**src/rtl/img_rsz_pkg.sv**
```systemverilog
// img_rsz_pkg: shared types, constants and helpers for the resizer frame arbiter
package img_rsz_pkg;
  typedef enum logic [1:0] {IDLE, STREAM, DRAIN} ImgRszArbSt_t;
  localparam logic [31:0] SIZE_RST = '1;
  function automatic int nxt_idx(input int idx, input int n);
    return (idx == n - 1) ? 0 : idx + 1;
  endfunction
endpackage

```
**src/rtl/img_rsz_rr_arb.sv**
```systemverilog
// img_rsz_rr_arb: combinational round-robin picker starting at ptr
module img_rsz_rr_arb
  import img_rsz_pkg::*;
#(
  parameter int SRC_NUM   = 2,
  parameter int SRC_IDX_W = $clog2(SRC_NUM)
) (
  input  logic [SRC_NUM-1:0]   req,
  input  logic [SRC_IDX_W-1:0] ptr,
  output logic [SRC_IDX_W-1:0] win,
  output logic                 vld
);
  logic [2*SRC_NUM-1:0] rot;
  assign rot = {req, req} >> ptr;
  assign vld = |req;
  // lowest rotated offset wins, so scan from the far end and let nearer hits overwrite
  always_comb begin
    win = '0;
    for (int k = SRC_NUM - 1; k >= 0; k--)
      if (rot[k]) win = SRC_IDX_W'((int'(ptr) + k) % SRC_NUM);
  end
endmodule

```
**src/rtl/img_rsz_frm_arb.sv**
```systemverilog
// img_rsz_frm_arb: frame-granular round-robin arbiter feeding one resizer capture stage
module img_rsz_frm_arb
  import img_rsz_pkg::*;
#(
  parameter int SRC_NUM            = 2,
  parameter int IMG_WIDTH_IDX_W    = 10,
  parameter int IMG_HEIGHT_IDX_W   = 10,
  parameter int PXL_PRIM_COLOR_NUM = 1,
  parameter int PXL_PRIM_COLOR_W   = 8,
  parameter int SRC_IDX_W          = $clog2(SRC_NUM)
) (
  input  logic                                                               Clk,
  input  logic                                                               Reset,
  input  logic [SRC_NUM-1:0]                                                 SrcFrmReq,
  input  logic [SRC_NUM-1:0][IMG_WIDTH_IDX_W-1:0]                            SrcImgWidth,
  input  logic [SRC_NUM-1:0][IMG_HEIGHT_IDX_W-1:0]                           SrcImgHeight,
  input  logic [SRC_NUM-1:0][PXL_PRIM_COLOR_NUM-1:0][PXL_PRIM_COLOR_W-1:0]   SrcPxlData,
  input  logic [SRC_NUM-1:0][IMG_WIDTH_IDX_W-1:0]                            SrcPxlX,
  input  logic [SRC_NUM-1:0][IMG_HEIGHT_IDX_W-1:0]                           SrcPxlY,
  input  logic [SRC_NUM-1:0]                                                 SrcPxlVld,
  output logic [SRC_NUM-1:0]                                                 SrcPxlRdy,
  output logic [SRC_NUM-1:0]                                                 SrcFrmGnt,
  output logic [SRC_NUM-1:0]                                                 SrcFrmDone,
  output logic [SRC_NUM-1:0]                                                 SrcFrmErr,
  output logic [IMG_WIDTH_IDX_W-1:0]                                         ImgWidth,
  output logic [IMG_HEIGHT_IDX_W-1:0]                                        ImgHeight,
  output logic [PXL_PRIM_COLOR_NUM-1:0][PXL_PRIM_COLOR_W-1:0]                PxlData,
  output logic [IMG_WIDTH_IDX_W-1:0]                                         PxlX,
  output logic [IMG_HEIGHT_IDX_W-1:0]                                        PxlY,
  output logic                                                               PxlVld,
  input  logic                                                               PxlRdy,
  input  logic                                                               RszImgComp,
  output logic                                                               ProtErr,
  output logic                                                               Busy
);
  ImgRszArbSt_t                state;
  logic [SRC_IDX_W-1:0]        ptr, gnt_idx, win;
  logic                        win_vld, size_ok, xfer, last, comp;
  logic [SRC_NUM-1:0]          gnt_oh;
  logic [IMG_WIDTH_IDX_W-1:0]  hor_cnt;
  logic [IMG_HEIGHT_IDX_W-1:0] ver_cnt;

  img_rsz_rr_arb #(.SRC_NUM(SRC_NUM), .SRC_IDX_W(SRC_IDX_W)) u_arb (
    .req(SrcFrmReq),
    .ptr(ptr),
    .win(win),
    .vld(win_vld)
  );

  assign size_ok   = (|SrcImgWidth[win]) && (|SrcImgHeight[win]);
  assign gnt_oh    = SRC_NUM'(1) << gnt_idx;
  assign PxlVld    = (state == STREAM) && SrcPxlVld[gnt_idx];
  assign SrcPxlRdy = (state == STREAM && PxlRdy) ? gnt_oh : '0;
  assign PxlData   = SrcPxlData[gnt_idx];
  assign PxlX      = SrcPxlX[gnt_idx];
  assign PxlY      = SrcPxlY[gnt_idx];
  assign xfer      = PxlVld && PxlRdy;
  assign last      = xfer && hor_cnt == ImgWidth - 1'b1 && ver_cnt == ImgHeight - 1'b1;
  assign comp      = RszImgComp && (state == DRAIN || last);
  assign Busy      = state != IDLE;

  // frame FSM: arbitrate in IDLE, count raster transfers in STREAM, wait for completion in DRAIN
  always_ff @(posedge Clk) begin
    if (Reset) begin
      state      <= IDLE;
      ptr        <= '0;
      gnt_idx    <= '0;
      SrcFrmGnt  <= '0;
      SrcFrmDone <= '0;
      SrcFrmErr  <= '0;
      ProtErr    <= 1'b0;
      ImgWidth   <= IMG_WIDTH_IDX_W'(SIZE_RST);
      ImgHeight  <= IMG_HEIGHT_IDX_W'(SIZE_RST);
      hor_cnt    <= '0;
      ver_cnt    <= '0;
    end else begin
      SrcFrmDone <= '0;
      SrcFrmErr  <= '0;
      if (RszImgComp && !comp) ProtErr <= 1'b1;
      if (state == IDLE) begin
        SrcFrmGnt <= '0;
        if (win_vld && size_ok) begin
          state     <= STREAM;
          gnt_idx   <= win;
          SrcFrmGnt <= SRC_NUM'(1) << win;
          ImgWidth  <= SrcImgWidth[win];
          ImgHeight <= SrcImgHeight[win];
          hor_cnt   <= '0;
          ver_cnt   <= '0;
        end else if (win_vld) begin
          SrcFrmErr <= SRC_NUM'(1) << win;
          ptr       <= SRC_IDX_W'(nxt_idx(int'(win), SRC_NUM));
        end
      end
      if (comp) begin
        state      <= IDLE;
        SrcFrmDone <= gnt_oh;
        ptr        <= SRC_IDX_W'(nxt_idx(int'(gnt_idx), SRC_NUM));
      end else if (last) begin
        state <= DRAIN;
      end else if (xfer) begin
        hor_cnt <= (hor_cnt == ImgWidth - 1'b1) ? '0 : hor_cnt + 1'b1;
        ver_cnt <= (hor_cnt == ImgWidth - 1'b1) ? ver_cnt + 1'b1 : ver_cnt;
      end
    end
  end
endmodule
```
**config.mk**
```make
export PLATFORM = sky130hd
export DESIGN_NAME = img_rsz_frm_arb
export DESIGN_NICKNAME = d
export VERILOG_FILES = /design/src/rtl/img_rsz_pkg.sv /design/src/rtl/img_rsz_rr_arb.sv /design/src/rtl/img_rsz_frm_arb.sv
export SDC_FILE = /design/constraint.sdc
export NUM_CORES = 1
export LEC_CHECK = 0
export CAP_MARGIN = 5
export CORE_MARGIN = 2
export CORE_UTILIZATION = 40
export DETAILED_ROUTE_END_ITERATION = 10
export PLACE_DENSITY = 0.77
export SYNTH_ARGS = -nofsm -noshare
export SYNTH_HDL_FRONTEND = slang
export SYNTH_SLANG_ARGS = --single-unit
```
**constraint.sdc**
```tcl
create_clock -name Clk -period 4.1 [get_ports Clk]
set_clock_uncertainty 0.15 [all_clocks]
set_input_delay 1.23 -clock Clk [delete_from_list [all_inputs] [get_ports Clk]]
set_output_delay 1.23 -clock Clk [all_outputs]
set_load 0.01 [all_outputs]
```
==> results of run 1 <==
==> worst min-delay path, stage by stage (launching register included) <==
cell     delay (ns)
dfxtp_1        0.33
nand2_1        0.05
a21oi_1        0.05
==> cell type report <==
| type | instances | area [sq um] | area share (%) |
|---|---|---|---|
| Clock buffer | 5 | 68.8 | 1.24 |
| Sequential cell | 51 | 1020 | 18.4 |
| Multi-Input combinational cell | 345 | 2480 | 44.7 |
| Clock inverter | 3 | 67.6 | 1.22 |
| Inverter | 17 | 63.8 | 1.15 |
| Timing Repair Buffer | 171 | 1700 | 30.7 |
| Tap cell | 111 | 139 | 2.51 |
==> routing by layer <==
metal | vias up | global-route usage (%)
li1 | 1952 | -
met1 | 1863 | 26.4
met2 | 196 | 42.8
met3 | 10 | 5.50
met4 | 0 | 5.37
met5 | - | 0
==> report_power, final <==
group / switching (mW) / leakage, nW / internal, mW / total, mW
Clock: 0.177 / 0.0644 / 0.243 / 0.420
Combinational: 0.197 / 1.65 / 0.267 / 0.465
Sequential: 0.0469 / 0.418 / 0.524 / 0.571
Total: 0.421 / 2.13 / 1.03 / 1.46
==> synthesized netlist by cell type (all sizes together), types with 10 or more instances <==
master  count  area (sq um)
dfxtp      51          1020
nand2      39           151
mux2       30           338
nor2       27           101
mux2i      24           240
clkbuf     23          86.3
nand3      23           115
o211ai     22           165
a21oi      17           104
inv        17          63.8
and3       13          81.3
nand2b     12          75.1
xor2       12           105
nor4       11          81.3
nor3       10          55.1
==> path summary, 6_finish.rpt <==
check,startpoint,end,slack (ns)
max reg2reg,ImgWidth[0],ver_cnt[9],0.72
min,SrcFrmGnt[1],SrcFrmGnt[1],0.32
min reg2reg,SrcFrmGnt[1],SrcFrmGnt[1],0.32
max,SrcPxlVld[1],PxlVld,0.16
==> state kept, by name, summed over array words and instances, names as in the netlist <==
signal	cells
SrcFrmErr	2
ver_cnt	10
SrcFrmDone	2
state	2
ptr	1
hor_cnt	10
ProtErr	1
SrcFrmGnt	2
ImgWidth	10
gnt_idx	1
ImgHeight	10
==> cells by family (layout without fill, tap and decap cells) <==
kind of cell / after synthesis / count (layout) / share of synthesized area [%]
AOI/OAI and AO/OA: 97 / 97 / 20.5
adders and majority gates: 4 / 4 / 1.36
DFF: 51 / 51 / 27.7
muxes: 54 / 54 / 15.7
buffers and inverters: 43 / 196 / 5.06
xor gates and xnor gates: 19 / 19 / 4.52
and+or+nand+nor: 171 / 171 / 25.1
==> results.toml, run 1 <==
[power_and_ir_drop]
power_density_nw_per_um2 = 263
ir_drop_uv = 128
fin_total_pwr_mw = 1.46
p_leak_nw = 2.13

[clock_network]
cts_tree = "yes"
path_clk_slew_ns = 0.10
clock-sinks = 51
clk-insertion-delay-late_ns = 0.31
cts_buffers = 5
cts_setup_buffers = 0
cts_buffer_depth = 2
cts_resized = 0
hold_buffers = 0
htreeDepth = 2
cts_root_buffer = "clkbuf_8"

[logic_synthesis]
yosys.cell_types.count = 63
async_reset_ff_share_pct = 0
synth_edf_count = 0
syn_nets = 547
yosysWarnings = 0
syn_area_sq_um = 3680
avgSynthCellArea_sq_um = 8.39
synth_flop_cell = "dfxtp_1"
ys_seq_area_share_pct = 27.7
syn_inst = 439
ys_seq_elements = 51

[run]
drv_cap = 0

[routing]
viasPerCell = 5.72
wire_per_inst_microns = 16.9
drt_iter0_drc = 300
dr.pass1.iters = 5
top_layer_used = "met4"
routed-via-count = 4021
ant_nets = 0
drc = 0
met2_length_mm = 5.98
wl_met1_mm = 4.51
routed_wl_mm = 11.9
route.met3.wl_mm = 1.22

[final_layout]
drive_gt1_share_pct = 11.3
fin_cells = 703
nNetsFinal = 699
antennaDiodeCount = 0
fin_area_sq_um = 5540
final_common_cell = "clkdlybuf4s50_1"
fin_util_pct = 61.1
final_cell_mix = "clkdlybuf4s50_1, dfxtp_1, nand2_1"
fillCellCount = 790
syn2layout_area_growth_pct = 50.5

[global_route]
grt_max_degree = 47
antenna_found_initial = 0
globalRoute.totalOverflow = 0
grt.total_usage_pct = 23.0
grt_pass1_wl_mm = 18.6
grt_pass1_vias = 3770

[critical_path]
cp_num_cells = 4
crit_buf_inv = 2
max_stage_delay_ns = 0.57
reg2reg_depth = 9
crit_family = "buffers and inverters"
cp_data_required_time_ns = 2.72
crit_chain = "clkdlybuf4s50_1 -> mux2i_1 -> nor3b_1 -> clkdlybuf4s50_1"
cpMaxStageDelayCell = "clkdlybuf4s50_1"
cp_common_cell = "clkdlybuf4s50_1"
setup.worst_path.end_class = "output pin"
arrival_ns = 2.56
start_kind = "primary input"
path_max_fanout = 3
path_class = "in2out"

[timing]
whs_ns = 0.321
finalCriticalPeriod_ns = 3.94
worst_pin_slew_ns = 0.636
finalSetupTns_ns = 0
slew_violations = 0
fmax_ghz = 0.254
final-hold-violation-count = 0
final.setup.worst_slack_ns = 0.158
timing.final.crit_share_pct = 96.1
max_slew_margin_pct = 57.2
rsz0062_at_grt = "no"
setup_viol = 0

[die]
fp.dieW_microns = 99.9
ios = 163
core_sq_um = 9060
die_h_microns = 99.9
die_area_sq_um = 9990
start_util_pct = 40.6
row_count = 35

[worst_hold_path]
hold_class = "reg2reg"
hold_depth = 2

[placement]
post-place-cells = 695
placed_cell_area_sq_um = 5400
place_ws_ns = 0.163
gp_congestion = 0.869
portBuffers = 162
dp_hpwl_mm = 9.72

[run_status]
status = "completed"
No activity file was read; power rests on OpenSTA's default activity.
==> run 2: changes to the inputs <==
Settings changed: CTS_CLUSTER_DIAMETER set to 80, SLEW_MARGIN set to 20.
Clock period 4.1 ns to 4.7 ns, I/O delays scaled along.
==> results.toml, run 2 (same netlist as run 1, synthesis figures left out) <==
[clock_network]
cts_root_buffer = "clkbuf_8"
htreeDepth = 2
cts_buffer_depth = 2
clock-sinks = 51
clk-insertion-delay-late_ns = 0.32
cts_buffers = 5
path_clk_slew_ns = 0.11
cts_setup_buffers = 0
cts_resized = 0
hold_buffers = 0
cts_tree = "yes"

[global_route]
grt_max_degree = 32
grt_pass1_wl_mm = 18.3
antenna_found_initial = 1
grt_pass1_vias = 3780
globalRoute.totalOverflow = 0
grt.total_usage_pct = 22.6

[timing]
final-hold-violation-count = 0
fmax_ghz = 0.232
max_slew_margin_pct = 47.3
slew_violations = 0
rsz0062_at_grt = "no"
finalCriticalPeriod_ns = 4.32
timing.final.crit_share_pct = 91.9
finalSetupTns_ns = 0
worst_pin_slew_ns = 0.784
setup_viol = 0

[placement]
portBuffers = 162
dp_hpwl_mm = 9.63
gp_congestion = 0.833

[critical_path]
r2r-start = "ImgHeight[2]"
arrival_ns = 2.76
path_max_fanout = 3
path_class = "in2out"
cp_data_required_time_ns = 3.14
setup.worst_path.end_class = "output pin"
reg2reg_depth = 7
rr_endpoint = "hor_cnt[5]"
reg2reg_slack_ns = 1.31
start_kind = "primary input"

[worst_hold_path]
hold_depth = 2
min_to = "SrcFrmGnt[1]"
hold_class = "reg2reg"
hp-start = "SrcFrmGnt[1]"

[routing]
wire_per_inst_microns = 16.8
drc = 0
routed-via-count = 3999
dr.pass1.iters = 5
routed_wl_mm = 11.8
ant_nets = 0
viasPerCell = 5.70
drt_iter0_drc = 214

[final_layout]
fillCellCount = 786
seq_area_sq_um = 1020
final_cell_mix = "clkdlybuf4s50_1, dfxtp_1, nand2_1"
syn2layout_area_growth_pct = 48.7
drive_gt1_share_pct = 11.0
fin_util_pct = 60.4
multi_input_area_sq_um = 2480
final_common_cell = "clkdlybuf4s50_1"
nNetsFinal = 697

[power_and_ir_drop]
power_density_nw_per_um2 = 214
p_leak_nw = 2.10
internal_power_mw = 0.799
ir_drop_uv = 122
power_switching_share_pct = 31.8
pwr-share-seq_pct = 42.5
pwr-share-comb_pct = 34.4
netSwitchingPower_mw = 0.372
power_frac_clock_pct = 23.1

[run_status]
status = "completed"

[die]
fp.dieW_microns = 99.9
die_h_microns = 99.9
core_sq_um = 9060
row_count = 35
ios = 163
die_area_sq_um = 9990
start_util_pct = 40.6

[run]
drv_cap = 0
==> run 2: cell type report <==
cell class,count,share of cell area (%)
inverters,17,1.17
multi-input cells,345,45.3
clock inverters,3,0.480
repair buffers,169,30.6
clock buffers,5,1.26
well taps,111,2.54
flip-flops and latches,51,18.7
diodes,1,0.0457
==> run 2: how the worst max path moves through the flow <==
stage | from | endpoint | slack (ns) | cells after the start
global route | SrcPxlVld[0] | PxlVld | 0.34 | 4
finish | SrcPxlVld[1] | PxlVld | 0.38 | 4
detailed placement | SrcPxlVld[1] | PxlVld | 0.40 | 4
CTS | SrcPxlVld[1] | PxlVld | 0.39 | 4
global placement | SrcPxlVld[1] | PxlVld | 0.43 | 4
floorplan | SrcImgHeight[14] | ImgHeight[0] | 1.25 | 7
==> run 2: layer usage <==
layer	wire (microns)	share of wire, %	global-route usage [%]	vias up
met4	234	2.0	6.64	0
met2	5930	50	42.4	197
met1	4540	38	25.3	1836
met5	0	0	0	-
met3	1120	9.4	5.50	14
li1	-	-	-	1952
==> run 2: power by group through the flow <==
stage | registers [mW] | logic [mW] | clock network, mW
6_report | 0.498 | 0.403 | 0.270
3_3_place_gp | 0.507 | 0.394 | 0
2_1_floorplan | 0.505 | 0.185 | 0
3_5_place_dp | 0.508 | 0.403 | 0
4_1_cts | 0.497 | 0.405 | 0.271
5_1_grt | 0.504 | 0.436 | 0.295
==> run 2: through the flow <==
step	hold WS (ns)	total power [mW]	setup slack, ns	instances	cell area [sq um]
floorplan	0.321	0.690	1.25	439	3680
global placement	0.297	0.901	0.435	693	5380
detailed placement	0.299	0.911	0.404	693	5380
CTS	0.318	1.17	0.388	701	5470
global route	0.353	1.23	0.337	702	5470
finish	0.314	1.17	0.382	702	5470
==> run 2: worst max-delay path, cell delays in order <==
cell and delay, ns:
clkdlybuf4s50_1 0.45, mux2i_1 0.11, nor3b_1 0.22, clkdlybuf4s50_1 0.56
